===== src/rtl/multicycle_controller_if.sv =====
// ----------------------------------------------------------------------------
// multicycle_controller_if
// Purpose : groups the instruction fields, ALU flags, memory handshake and
//           datapath control strobes exchanged between the multicycle
//           controller and its datapath/memory.
// Modports: master - controller side (reads IR fields/flags/mem_ready,
//                    drives strobes, selects, mem_timeout, state_o)
//           slave  - datapath side (mirror of master)
// Signals : Opcode[6:0], funct3[2:0], Zero, Negflag, Unsigned_less_than,
//           mem_ready, IRWrite, PCWrite, AdrSrc, MemRead, MemWrite, RegWrite,
//           ALUSrcA[1:0], ALUSrcB[1:0], ResultSrc[1:0], ALUOp[1:0],
//           ImmSrc[2:0], Loadtype[2:0], Storetype[1:0], mem_timeout,
//           state_o[3:0]
// ----------------------------------------------------------------------------
interface multicycle_controller_if;
    logic [6:0] Opcode;
    logic [2:0] funct3;
    logic       Zero;
    logic       Negflag;
    logic       Unsigned_less_than;
    logic       mem_ready;

    logic       IRWrite;
    logic       PCWrite;
    logic       AdrSrc;
    logic       MemRead;
    logic       MemWrite;
    logic       RegWrite;
    logic [1:0] ALUSrcA;
    logic [1:0] ALUSrcB;
    logic [1:0] ResultSrc;
    logic [1:0] ALUOp;
    logic [2:0] ImmSrc;
    logic [2:0] Loadtype;
    logic [1:0] Storetype;
    logic       mem_timeout;
    logic [3:0] state_o;

    modport master (
        input  Opcode, funct3, Zero, Negflag, Unsigned_less_than, mem_ready,
        output IRWrite, PCWrite, AdrSrc, MemRead, MemWrite, RegWrite,
        output ALUSrcA, ALUSrcB, ResultSrc, ALUOp, ImmSrc, Loadtype, Storetype,
        output mem_timeout, state_o
    );

    modport slave (
        output Opcode, funct3, Zero, Negflag, Unsigned_less_than, mem_ready,
        input  IRWrite, PCWrite, AdrSrc, MemRead, MemWrite, RegWrite,
        input  ALUSrcA, ALUSrcB, ResultSrc, ALUOp, ImmSrc, Loadtype, Storetype,
        input  mem_timeout, state_o
    );
endinterface


===== src/rtl/multicycle_controller.sv =====
// ----------------------------------------------------------------------------
// multicycle_controller
// Purpose : RV32I multicycle control FSM with memory wait handling and a
//           stall timeout.
// Ports   : clk  - clock, rising edge
//           rst  - asynchronous active-high reset
//           bus  - multicycle_controller_if.master (IR fields, ALU flags,
//                  mem_ready in; datapath strobes, selects, mem_timeout,
//                  state_o out)
// Params  : MAX_WAIT - stalled cycles tolerated before mem_timeout
//           CNT_W    - wait counter width, 2**CNT_W > MAX_WAIT
// Config  : define RV_ILLEGAL_TRAP_EN to send undefined opcodes to a TRAP
//           state (state_o = 4'hF) that holds until reset; otherwise an
//           undefined opcode returns to FETCH as a no-op.
// ----------------------------------------------------------------------------
module multicycle_controller #(
    parameter int unsigned MAX_WAIT = 15,
    parameter int unsigned CNT_W    = 4
) (
    input  logic                   clk,
    input  logic                   rst,
    multicycle_controller_if.master bus
);

    localparam logic [3:0] S_FETCH  = 4'h0;
    localparam logic [3:0] S_DECODE = 4'h1;
    localparam logic [3:0] S_MEMADR = 4'h2;
    localparam logic [3:0] S_MEMRD  = 4'h3;
    localparam logic [3:0] S_MEMWB  = 4'h4;
    localparam logic [3:0] S_MEMWR  = 4'h5;
    localparam logic [3:0] S_EXR    = 4'h6;
    localparam logic [3:0] S_EXI    = 4'h7;
    localparam logic [3:0] S_ALUWB  = 4'h8;
    localparam logic [3:0] S_BRANCH = 4'h9;
    localparam logic [3:0] S_JAL    = 4'hA;
    localparam logic [3:0] S_JALR   = 4'hB;
    localparam logic [3:0] S_LUI    = 4'hC;
    localparam logic [3:0] S_AUIPC  = 4'hD;
`ifdef RV_ILLEGAL_TRAP_EN
    localparam logic [3:0] S_TRAP   = 4'hF;
`endif

    localparam logic [6:0] OP_LOAD  = 7'b0000011;
    localparam logic [6:0] OP_STORE = 7'b0100011;
    localparam logic [6:0] OP_R     = 7'b0110011;
    localparam logic [6:0] OP_I     = 7'b0010011;
    localparam logic [6:0] OP_B     = 7'b1100011;
    localparam logic [6:0] OP_JAL   = 7'b1101111;
    localparam logic [6:0] OP_JALR  = 7'b1100111;
    localparam logic [6:0] OP_LUI   = 7'b0110111;
    localparam logic [6:0] OP_AUIPC = 7'b0010111;

    logic [3:0]       state_q, state_d;
    logic [CNT_W-1:0] cnt_q, cnt_d;

    logic       wait_st_c;
    logic       timeout_c;
    logic       taken_c;
    logic [2:0] ltype_c;
    logic [1:0] stype_c;

    logic       ir_write_c, pc_write_c, adr_src_c;
    logic       mem_read_c, mem_write_c, reg_write_c;
    logic [1:0] alu_src_a_c, alu_src_b_c, result_src_c, alu_op_c;
    logic [2:0] imm_src_c;

    // State and wait counter
    always_ff @(posedge clk or posedge rst) begin
        if (rst) begin
            state_q <= S_FETCH;
            cnt_q   <= '0;
        end else begin
            state_q <= state_d;
            cnt_q   <= cnt_d;
        end
    end

    // Stall timeout; a completion on the saturating cycle wins over timeout
    assign wait_st_c = (state_q == S_FETCH) || (state_q == S_MEMRD) || (state_q == S_MEMWR);
    assign timeout_c = wait_st_c && !bus.mem_ready && (cnt_q == CNT_W'(MAX_WAIT));

    // Counter is zero outside wait states, so every entry into one starts at 0
    always_comb begin
        cnt_d = '0;
        if (wait_st_c && !bus.mem_ready && !timeout_c) begin
            cnt_d = cnt_q + CNT_W'(1);
        end
    end

    // Branch condition from funct3 and ALU flags
    always_comb begin
        taken_c = 1'b0;
        case (bus.funct3)
            3'b000:  taken_c = bus.Zero;
            3'b001:  taken_c = !bus.Zero;
            3'b100:  taken_c = bus.Negflag;
            3'b101:  taken_c = !bus.Negflag;
            3'b110:  taken_c = bus.Unsigned_less_than;
            3'b111:  taken_c = !bus.Unsigned_less_than;
            default: taken_c = 1'b0;
        endcase
    end

    // Load/store width decode; unknown funct3 falls back to word
    always_comb begin
        ltype_c = 3'b000;
        stype_c = 2'b10;
        case (bus.funct3)
            3'b000:  ltype_c = 3'b010;
            3'b001:  ltype_c = 3'b001;
            3'b100:  ltype_c = 3'b100;
            3'b101:  ltype_c = 3'b011;
            default: ltype_c = 3'b000;
        endcase
        case (bus.funct3)
            3'b000:  stype_c = 2'b00;
            3'b001:  stype_c = 2'b01;
            default: stype_c = 2'b10;
        endcase
    end

    // Next state and control outputs
    always_comb begin
        state_d      = state_q;
        ir_write_c   = 1'b0;
        pc_write_c   = 1'b0;
        adr_src_c    = 1'b0;
        mem_read_c   = 1'b0;
        mem_write_c  = 1'b0;
        reg_write_c  = 1'b0;
        alu_src_a_c  = 2'b00;
        alu_src_b_c  = 2'b00;
        result_src_c = 2'b00;
        alu_op_c     = 2'b00;
        imm_src_c    = 3'b000;

        case (state_q)
            S_FETCH: begin
                mem_read_c  = 1'b1;
                alu_src_b_c = 2'b10;
                ir_write_c  = bus.mem_ready;
                pc_write_c  = bus.mem_ready;
                if (bus.mem_ready) begin
                    state_d = S_DECODE;
                end
            end
            S_DECODE: begin
                alu_src_a_c = 2'b01;
                alu_src_b_c = 2'b01;
                imm_src_c   = 3'b010;
                case (bus.Opcode)
                    OP_LOAD, OP_STORE: state_d = S_MEMADR;
                    OP_R:              state_d = S_EXR;
                    OP_I:              state_d = S_EXI;
                    OP_B:              state_d = S_BRANCH;
                    OP_JAL:            state_d = S_JAL;
                    OP_JALR:           state_d = S_JALR;
                    OP_LUI:            state_d = S_LUI;
                    OP_AUIPC:          state_d = S_AUIPC;
`ifdef RV_ILLEGAL_TRAP_EN
                    default:           state_d = S_TRAP;
`else
                    default:           state_d = S_FETCH;
`endif
                endcase
            end
            S_MEMADR: begin
                alu_src_a_c = 2'b10;
                alu_src_b_c = 2'b01;
                imm_src_c   = (bus.Opcode == OP_STORE) ? 3'b001 : 3'b000;
                state_d     = (bus.Opcode == OP_STORE) ? S_MEMWR : S_MEMRD;
            end
            S_MEMRD: begin
                mem_read_c = 1'b1;
                adr_src_c  = 1'b1;
                if (bus.mem_ready) begin
                    state_d = S_MEMWB;
                end else if (timeout_c) begin
                    state_d = S_FETCH;
                end
            end
            S_MEMWB: begin
                reg_write_c  = 1'b1;
                result_src_c = 2'b01;
                state_d      = S_FETCH;
            end
            S_MEMWR: begin
                mem_write_c = 1'b1;
                adr_src_c   = 1'b1;
                if (bus.mem_ready || timeout_c) begin
                    state_d = S_FETCH;
                end
            end
            S_EXR: begin
                alu_src_a_c = 2'b10;
                alu_op_c    = 2'b11;
                state_d     = S_ALUWB;
            end
            S_EXI: begin
                alu_src_a_c = 2'b10;
                alu_src_b_c = 2'b01;
                alu_op_c    = 2'b10;
                state_d     = S_ALUWB;
            end
            S_ALUWB: begin
                reg_write_c = 1'b1;
                state_d     = S_FETCH;
            end
            S_BRANCH: begin
                alu_src_a_c = 2'b10;
                alu_op_c    = 2'b01;
                imm_src_c   = 3'b010;
                pc_write_c  = taken_c;
                state_d     = S_FETCH;
            end
            S_JAL: begin
                alu_src_a_c  = 2'b01;
                alu_src_b_c  = 2'b01;
                imm_src_c    = 3'b011;
                reg_write_c  = 1'b1;
                result_src_c = 2'b10;
                pc_write_c   = 1'b1;
                state_d      = S_FETCH;
            end
            S_JALR: begin
                alu_src_a_c  = 2'b10;
                alu_src_b_c  = 2'b01;
                reg_write_c  = 1'b1;
                result_src_c = 2'b10;
                pc_write_c   = 1'b1;
                state_d      = S_FETCH;
            end
            S_LUI: begin
                imm_src_c    = 3'b100;
                reg_write_c  = 1'b1;
                result_src_c = 2'b11;
                state_d      = S_FETCH;
            end
            S_AUIPC: begin
                alu_src_a_c = 2'b01;
                alu_src_b_c = 2'b01;
                imm_src_c   = 3'b100;
                reg_write_c = 1'b1;
                state_d     = S_FETCH;
            end
`ifdef RV_ILLEGAL_TRAP_EN
            S_TRAP: begin
                state_d = S_TRAP;
            end
`endif
            default: begin
                state_d = S_FETCH;
            end
        endcase
    end

    // Outputs are forced low while rst is high, independent of the clock
    assign bus.IRWrite     = !rst && ir_write_c;
    assign bus.PCWrite     = !rst && pc_write_c;
    assign bus.AdrSrc      = !rst && adr_src_c;
    assign bus.MemRead     = !rst && mem_read_c;
    assign bus.MemWrite    = !rst && mem_write_c;
    assign bus.RegWrite    = !rst && reg_write_c;
    assign bus.mem_timeout = !rst && timeout_c;
    assign bus.ALUSrcA     = rst ? 2'b00  : alu_src_a_c;
    assign bus.ALUSrcB     = rst ? 2'b00  : alu_src_b_c;
    assign bus.ResultSrc   = rst ? 2'b00  : result_src_c;
    assign bus.ALUOp       = rst ? 2'b00  : alu_op_c;
    assign bus.ImmSrc      = rst ? 3'b000 : imm_src_c;
    assign bus.Loadtype    = rst ? 3'b000 : ltype_c;
    assign bus.Storetype   = rst ? 2'b00  : stype_c;
    assign bus.state_o     = state_q;

endmodule


===== src/flat_wrapper.sv =====
// flat-port wrapper written by rule: the top's interface ports become plain ports
module multicycle_controller_flat 
#(
    parameter int unsigned MAX_WAIT = 15,
    parameter int unsigned CNT_W    = 4
)
  (clk, rst, bus_Opcode, bus_funct3, bus_Zero, bus_Negflag, bus_Unsigned_less_than, bus_mem_ready, bus_IRWrite, bus_PCWrite, bus_AdrSrc, bus_MemRead, bus_MemWrite, bus_RegWrite, bus_ALUSrcA, bus_ALUSrcB, bus_ResultSrc, bus_ALUOp, bus_ImmSrc, bus_Loadtype, bus_Storetype, bus_mem_timeout, bus_state_o);
  multicycle_controller_if bus_i ();
  input  logic clk;
  input  logic rst;
  input wire logic [$bits(bus_i.Opcode)-1:0] bus_Opcode;
  input wire logic [$bits(bus_i.funct3)-1:0] bus_funct3;
  input wire logic [$bits(bus_i.Zero)-1:0] bus_Zero;
  input wire logic [$bits(bus_i.Negflag)-1:0] bus_Negflag;
  input wire logic [$bits(bus_i.Unsigned_less_than)-1:0] bus_Unsigned_less_than;
  input wire logic [$bits(bus_i.mem_ready)-1:0] bus_mem_ready;
  output wire logic [$bits(bus_i.IRWrite)-1:0] bus_IRWrite;
  output wire logic [$bits(bus_i.PCWrite)-1:0] bus_PCWrite;
  output wire logic [$bits(bus_i.AdrSrc)-1:0] bus_AdrSrc;
  output wire logic [$bits(bus_i.MemRead)-1:0] bus_MemRead;
  output wire logic [$bits(bus_i.MemWrite)-1:0] bus_MemWrite;
  output wire logic [$bits(bus_i.RegWrite)-1:0] bus_RegWrite;
  output wire logic [$bits(bus_i.ALUSrcA)-1:0] bus_ALUSrcA;
  output wire logic [$bits(bus_i.ALUSrcB)-1:0] bus_ALUSrcB;
  output wire logic [$bits(bus_i.ResultSrc)-1:0] bus_ResultSrc;
  output wire logic [$bits(bus_i.ALUOp)-1:0] bus_ALUOp;
  output wire logic [$bits(bus_i.ImmSrc)-1:0] bus_ImmSrc;
  output wire logic [$bits(bus_i.Loadtype)-1:0] bus_Loadtype;
  output wire logic [$bits(bus_i.Storetype)-1:0] bus_Storetype;
  output wire logic [$bits(bus_i.mem_timeout)-1:0] bus_mem_timeout;
  output wire logic [$bits(bus_i.state_o)-1:0] bus_state_o;
  assign bus_i.Opcode = bus_Opcode;
  assign bus_i.funct3 = bus_funct3;
  assign bus_i.Zero = bus_Zero;
  assign bus_i.Negflag = bus_Negflag;
  assign bus_i.Unsigned_less_than = bus_Unsigned_less_than;
  assign bus_i.mem_ready = bus_mem_ready;
  assign bus_IRWrite = bus_i.IRWrite;
  assign bus_PCWrite = bus_i.PCWrite;
  assign bus_AdrSrc = bus_i.AdrSrc;
  assign bus_MemRead = bus_i.MemRead;
  assign bus_MemWrite = bus_i.MemWrite;
  assign bus_RegWrite = bus_i.RegWrite;
  assign bus_ALUSrcA = bus_i.ALUSrcA;
  assign bus_ALUSrcB = bus_i.ALUSrcB;
  assign bus_ResultSrc = bus_i.ResultSrc;
  assign bus_ALUOp = bus_i.ALUOp;
  assign bus_ImmSrc = bus_i.ImmSrc;
  assign bus_Loadtype = bus_i.Loadtype;
  assign bus_Storetype = bus_i.Storetype;
  assign bus_mem_timeout = bus_i.mem_timeout;
  assign bus_state_o = bus_i.state_o;
  multicycle_controller #(.MAX_WAIT(MAX_WAIT), .CNT_W(CNT_W)) u_core (.clk(clk), .rst(rst), .bus(bus_i));
endmodule

===== config.mk =====
export PLATFORM = sky130hd
export DESIGN_NAME = multicycle_controller_flat
export DESIGN_NICKNAME = d
export VERILOG_FILES = /design/src/rtl/multicycle_controller_if.sv /design/src/rtl/multicycle_controller.sv /design/src/flat_wrapper.sv
export SDC_FILE = /design/constraint.sdc
export NUM_CORES = 1
export LEC_CHECK = 0
export CAP_MARGIN = 20
export CORE_ASPECT_RATIO = 1.25
export CORE_MARGIN = 8
export CORE_UTILIZATION = 40
export DETAILED_ROUTE_END_ITERATION = 7
export HOLD_SLACK_MARGIN = 0.02
export PLACE_DENSITY = 0.77
export SLEW_MARGIN = 25
export SYNTH_ARGS = -nofsm -noshare
export SYNTH_HDL_FRONTEND = slang
export SYNTH_SLANG_ARGS = --single-unit
export TNS_END_PERCENT = 5

===== constraint.sdc =====
create_clock -name clk -period 2.8 [get_ports clk]
set_clock_uncertainty 0.2 [all_clocks]
set_input_delay 0.56 -clock clk [delete_from_list [all_inputs] [get_ports clk]]
set_output_delay 0.56 -clock clk [all_outputs]
set_load 0.05 [all_outputs]

==> results.toml, run 1 <==
[drt]
wl_per_cell_um = 20.2
postRouteWirelength_um = 4260
ant_nets = 0
detailed_routing_iteration_count_for_the_pre_antenna_repair_pass = 4
drc_errors = 0
viasPerCell = 6.13
detail_route.iter0.violations = 69
via_count = 1293

[placement]
post_dp_cell_area_um2 = 1690
dp.final_hpwl_um = 2790
dp_slack_ps = -166
globalplace.congestion = 0.772
buffer_ports.inserted = 42
dp_cells = 193

[cells_and_area]
post_route_cells_drive_above_1_share_pct = 42.6
stdcell_count = 211
postLayoutCoreUtil_pct = 87.9
post_layout_nets = 209
synthToLayoutAreaGrowth_pct = 113
final_design_area_no_fill_um2 = 1880
insertedDiodeCount = 0

[setup_path]
timing.reg2reg.setup_slack_ps = 920
crit_path_end_kind = "output port"
slowest_stage = "a2111oi_4"
critical_path.startpoint_type = "input port"
cp_max_fo = 2
crit_type = "input port to output port"
r2r-end = "u_core.cnt_q[0]$_DFF_PP0_"
worst_r2r_src = "u_core.bus.state_o[0]$_DFFE_PP0P_"
worst_ep_required_time_ps = 2040
worstPathCellList = "dlygate4sd2_1 -> nor4b_4 -> nand2_2 -> a2111oi_4 -> buf_4 -> buf_12"
slowest_delay_ps = 400
worst-r2r-cell-count = 5
crit_arrival_ps = 2050

[timing]
final_max_slew_viol_count = 0
setup_slack_ps = -11.1
grt_setup_unrepaired = "yes"
report.final.hold_viol_count = 0
finalCriticalPeriod_ps = 2810
period_share_pct = 100
finalSetupTns_ps = -11.1
maximum_clock_rate_mhz = 356
setup-violations-final = 1
max_slew.worst_pin.slew_ps = 502
fin_hold_ws_ps = 300
slew-limit-headroom_pct = 66.4

[clock_tree]
clock_tree_from_tritoncts = "done"
numClockSinks = 8
ctsHtreeMaxLevel = 1
numCtsBuffers = 3
cts.reportedPaths.clkPinSlew_ps = 60
clock_tree.buffer_depth = 2
worst_skew_pair.late_latency_ps = 270
number_of_hold_repair_buffers_added_at_the_cts_stage = 0
cts_root_buf = "clkbuf_4"

[synthesis]
most_common_cell_in_the_netlist = "nor3_1"
postSynthNetCount = 134
yosysSeqAreaShare_pct = 22.7
number_of_flops_mapped_to_enable_cells_by_yosys = 0
synth_top_area_cell = "dfrtp_1"
async_flop_share_pct = 100
post_synth_inst_count = 117
yosys-top-cells-count = "nor3_1, a21oi_1, nor2_1"
post_synth_main_area_contributors = "dfrtp_1, nor3_1, a21oi_1, xor2_1, nor2_1"
synth.top_cell.area_share_pct = 22.7
yosys.cell_types.count = 42
main_synth_ff_type = "dfrtp_1"
post_synth_instance_area_um2 = 881
syn-mean-instance-area_um2 = 7.53
yosysWarnings = 0
ys_ff_latch = 8

[floorplan]
rows = 19
core-area_um2 = 2140
floorplan.die_area_um2 = 3970
die-width_um = 58.0
io_pins = 43
die_height_um = 68.5
initial_utilization_pct = 41.2

[worst_hold_path]
hold_class = "flop to flop"
holdPathEnd = "u_core.cnt_q[0]$_DFF_PP0_"
worst_hold_startpoint = "u_core.cnt_q[0]$_DFF_PP0_"
timing.hold.worst_path_depth = 1

[status]
violated_checks = "setup timing"
run_status = "finished with violations"

[job]
maxCapViolations = 0

[global_route]
globalRouteOverflowTotal = 0
initial_antenna_violation_count = 0
first_global_vias = 1321
grt_pass1_wl_um = 6690
total_routing_resource_utilization_after_global_routing_pct = 21.5
grt_start_max_net_pins = 19

[power]
total_power_mw = 1.01
leakage_nw = 0.834
power.density_nw_per_um2 = 536
power.ir.vdd_worst_mv = 0.679
kinds of logic after synthesis:
family / synth area share, %
AOI/OAI and AO/OA: 20.6
xor gates and xnor gates: 5.97
adders and majority gates: 1.42
buffers and inverters: 6.82
DFF: 22.7
muxes: 3.55
and+or+nand+nor: 38.9
critical path: cells and delay by family:
family	cells	cell delay [ps]
buffers and inverters	3	600
and+or+nand+nor	2	490
AOI/OAI and AO/OA	1	400
per-layer routing:
metal | GRT usage, % | part of all wire (%) | vias to the layer above
li1 | - | - | 578
met1 | 23.8 | 37 | 610
met2 | 40.5 | 52 | 91
met3 | 3.95 | 8.3 | 14
met4 | 6.75 | 3.2 | 0
met5 | 0 | 0 | -
cell usage in the layout (no fill, tap or decap), types with 2 or more instances in the layout:
master / n
xor2_1: 4
clkdlybuf4s50_1: 12
xnor2_1: 2
a21oi_1: 9
nand3_1: 3
buf_12: 21
mux2i_1: 2
nor3b_2: 2
nand3b_1: 2
and3_1: 3
dlygate4sd2_1: 2
buf_4: 39
clkbuf_4: 3
inv_1: 5
a31oi_1: 2
nand2_1: 4
nor4_2: 2
a22oi_1: 4
nor2_1: 8
nor3_2: 2
o21ai_0: 5
nor2b_1: 4
dlymetal6s2s_1: 5
dfrtp_1: 7
nor3_1: 11
final cells by class:
| class | count | area, µm² |
|---|---|---|
| sequential | 8 | 201 |
| inverter | 5 | 18.8 |
| fill | 111 | 259 |
| clock buffer | 3 | 22.5 |
| timing repair buffer | 79 | 913 |
| multi-input combinational | 95 | 698 |
| tap | 21 | 26.3 |
state kept, by name, indices dropped and copies added (netlist names):
signal and count:
u_core.cnt_q 4, u_core.bus.state_o 4
report_power, final:
| group | switching, mW | total, mW | internal [mW] |
|---|---|---|---|
| clock network | 0.0449 | 0.0944 | 0.0494 |
| logic | 0.431 | 0.742 | 0.311 |
| registers | 0.0351 | 0.172 | 0.136 |
| total | 0.511 | 1.01 | 0.497 |
worst max-delay path by stage:
stage / startpoint / to / slack, ps / cells past startpoint
after floorplan: u_core.bus.state_o[2]$_DFFE_PP0P_ / bus_mem_timeout / -540 / 5
after global placement: bus_Opcode[2] / bus_ImmSrc[0] / -110 / 6
after detailed placement: bus_Opcode[4] / bus_ImmSrc[0] / -170 / 6
after CTS: bus_funct3[1] / bus_PCWrite / 10 / 7
after global routing: u_core.bus.state_o[0]$_DFFE_PP0P_ / bus_mem_timeout / -30 / 5
final: bus_Opcode[6] / bus_ImmSrc[0] / -10 / 6
repair_timing:
item                                    4_1_cts  5_1_grt
endpoints found under the setup margin        1        5
setup buffers                                14        1
pin swaps                                     3        4
resized for setup                             5       13
Note: power is estimated with default switching activity, not from simulation.
==> inputs of run 2 (changes only) <==
--- a/config.mk
+++ b/config.mk
@@ -7,7 +7,7 @@
 export LEC_CHECK = 0
 export CAP_MARGIN = 20
 export CORE_ASPECT_RATIO = 1.25
-export CORE_MARGIN = 8
+export CORE_MARGIN = 1
 export CORE_UTILIZATION = 40
 export DETAILED_ROUTE_END_ITERATION = 7
 export HOLD_SLACK_MARGIN = 0.02
==> run 2 against run 1 <==
The run ends with DRC, setup timing left. Sequential cell count unchanged. Sequential share of layout area increased by 0.24 points. First-iteration DRC count decreased by 4.3%. Largest cell class unchanged. Highest routed layer unchanged.
==> results.toml, run 2 (same netlist as run 1, synthesis figures left out) <==
[timing]
period_share_pct = 101
finalCriticalPeriod_ps = 2840
slew-limit-headroom_pct = 66.9
setup-violations-final = 1
final_max_slew_viol_count = 0
maximum_clock_rate_mhz = 352
grt_setup_unrepaired = "yes"
max_slew.worst_pin.slew_ps = 494
setup_slack_ps = -39.7
report.final.hold_viol_count = 0

[status]
run_status = "finished with violations"
violated_checks = "DRC, setup timing"

[power]
sw_frac_of_total_pct = 50.0
comb_power_share_pct = 73.9
power_frac_seq_pct = 17.6
leakage_nw = 0.789
clockPowerShare_pct = 8.5
power.density_nw_per_um2 = 546
cell_internal_pwr_mw = 0.502
switching_power_mw = 0.501
power.ir.vdd_worst_mv = 0.529

[clock_tree]
cts_root_buf = "clkbuf_4"
cts.reportedPaths.clkPinSlew_ps = 50
clock_tree_from_tritoncts = "done"
numClockSinks = 8
worst_skew_pair.late_latency_ps = 250
numCtsBuffers = 3
clock_tree.buffer_depth = 2
ctsHtreeMaxLevel = 1

[drt]
drc_errors = 6
wl_per_cell_um = 19.1
postRouteWirelength_um = 3930
viasPerCell = 6.38
via_count = 1315
detail_route.iter0.violations = 66
detailed_routing_iteration_count_for_the_pre_antenna_repair_pass = 7
ant_nets = 0

[setup_path]
cp_max_fo = 2
worst_ep_required_time_ps = 2040
worst_setup_path_endpoint = "bus_ImmSrc[0]"
crit_path_end_kind = "output port"
crit_arrival_ps = 2080
crit_type = "input port to output port"
critical_path.startpoint_type = "input port"
worst_r2r_src = "u_core.bus.state_o[1]$_DFFE_PP0P_"
worst-r2r-cell-count = 5
r2r-end = "u_core.bus.state_o[2]$_DFFE_PP0P_"
timing.reg2reg.setup_slack_ps = 840
crit_path_start = "bus_Opcode[5]"

[cells_and_area]
fill_cells = 90
postLayoutCoreUtil_pct = 90.7
post_layout_nets = 205
post_route_cells_drive_above_1_share_pct = 41.4
layout.cells.most_common = "buf_4"
synthToLayoutAreaGrowth_pct = 109
stdcell_count = 206
final_design_area_no_fill_um2 = 1840
most_frequent_cells_in_the_layout = "buf_4, buf_12, clkdlybuf4s50_1"
seq_area_um2 = 201
multiInputGateArea_um2 = 696
insertedDiodeCount = 0

[placement]
dp_cells = 191
post_dp_cell_area_um2 = 1680
buffer_ports.inserted = 42
globalplace.congestion = 0.913
dp.final_hpwl_um = 2370

[floorplan]
floorplan.die_area_um2 = 2390
die_height_um = 54.5
io_pins = 43
rows = 18
die-width_um = 44.0
initial_utilization_pct = 43.5
core-area_um2 = 2030

[worst_hold_path]
worst_hold_startpoint = "u_core.cnt_q[0]$_DFF_PP0_"
hold_class = "flop to flop"

[global_route]
first_global_vias = 1193
globalRouteOverflowTotal = 0
total_routing_resource_utilization_after_global_routing_pct = 31.1
grt_start_max_net_pins = 19
grt_pass1_wl_um = 5490
initial_antenna_violation_count = 0

[job]
maxCapViolations = 0
-- run 2: through the flow --
stage	setup TNS (ps)	hold WS (ps)	worst slack (ps)	total power, mW
floorplan	-3450	239	-542	0.557
detailed placement	-225	268	-225	0.874
global placement	-151	257	-151	0.850
global route	-129	302	-116	1.05
finish	-39.7	274	-39.7	1.00
CTS	0	275	4.02	0.967
-- run 2: power by group through the flow --
| stage | Sequential [mW] | Combinational (mW) | Clock (mW) |
|---|---|---|---|
| 2_1_floorplan | 0.195 | 0.363 | 0 |
| 3_3_place_gp | 0.170 | 0.680 | 0 |
| 3_5_place_dp | 0.172 | 0.702 | 0 |
| 4_1_cts | 0.171 | 0.708 | 0.0880 |
| 5_1_grt | 0.179 | 0.779 | 0.0939 |
| 6_report | 0.177 | 0.742 | 0.0855 |
-- run 2: area by class of cell --
class	count	area share, %
Timing Repair Buffer	75	47.6
Tap cell	20	1.36
Inverter	5	1.02
Sequential cell	8	11.0
Multi-Input combinational cell	95	37.8
Clock buffer	3	1.22
-- run 2: critical path, stage by stage --
cell and delay [ps]:
clkdlybuf4s50_1 500, nor4b_4 260, nand2_2 140, a2111oi_4 320, buf_4 180, buf_12 120
-- run 2: worst min-delay path by stage --
stage | endpoint | slack [ps] | depth (start not counted)
after floorplan | u_core.cnt_q[0]$_DFF_PP0_ | 240 | 1
after CTS | u_core.cnt_q[0]$_DFF_PP0_ | 270 | 1
final | u_core.cnt_q[0]$_DFF_PP0_ | 270 | 1
after global placement | u_core.cnt_q[0]$_DFF_PP0_ | 260 | 1
after detailed placement | u_core.cnt_q[0]$_DFF_PP0_ | 270 | 1
after global routing | u_core.cnt_q[0]$_DFF_PP0_ | 300 | 1
-- run 2: routing by layer --
layer,vias to the layer above,GRT usage [%],share of wire (%)
met5,-,0,0
met1,644,37.0,38
met4,0,14.1,3.2
met3,16,3.30,8.4
met2,84,56.2,50
li1,571,-,-
-- run 2: what timing repair did --
| action | in CTS | in global routing |
|---|---|---|
| hold buffers | 0 | 0 |
| setup buffers | 10 | 2 |
| pin swaps | 3 | 3 |
| endpoints found under the setup margin | 1 | 8 |
| gates resized for setup | 3 | 11 |
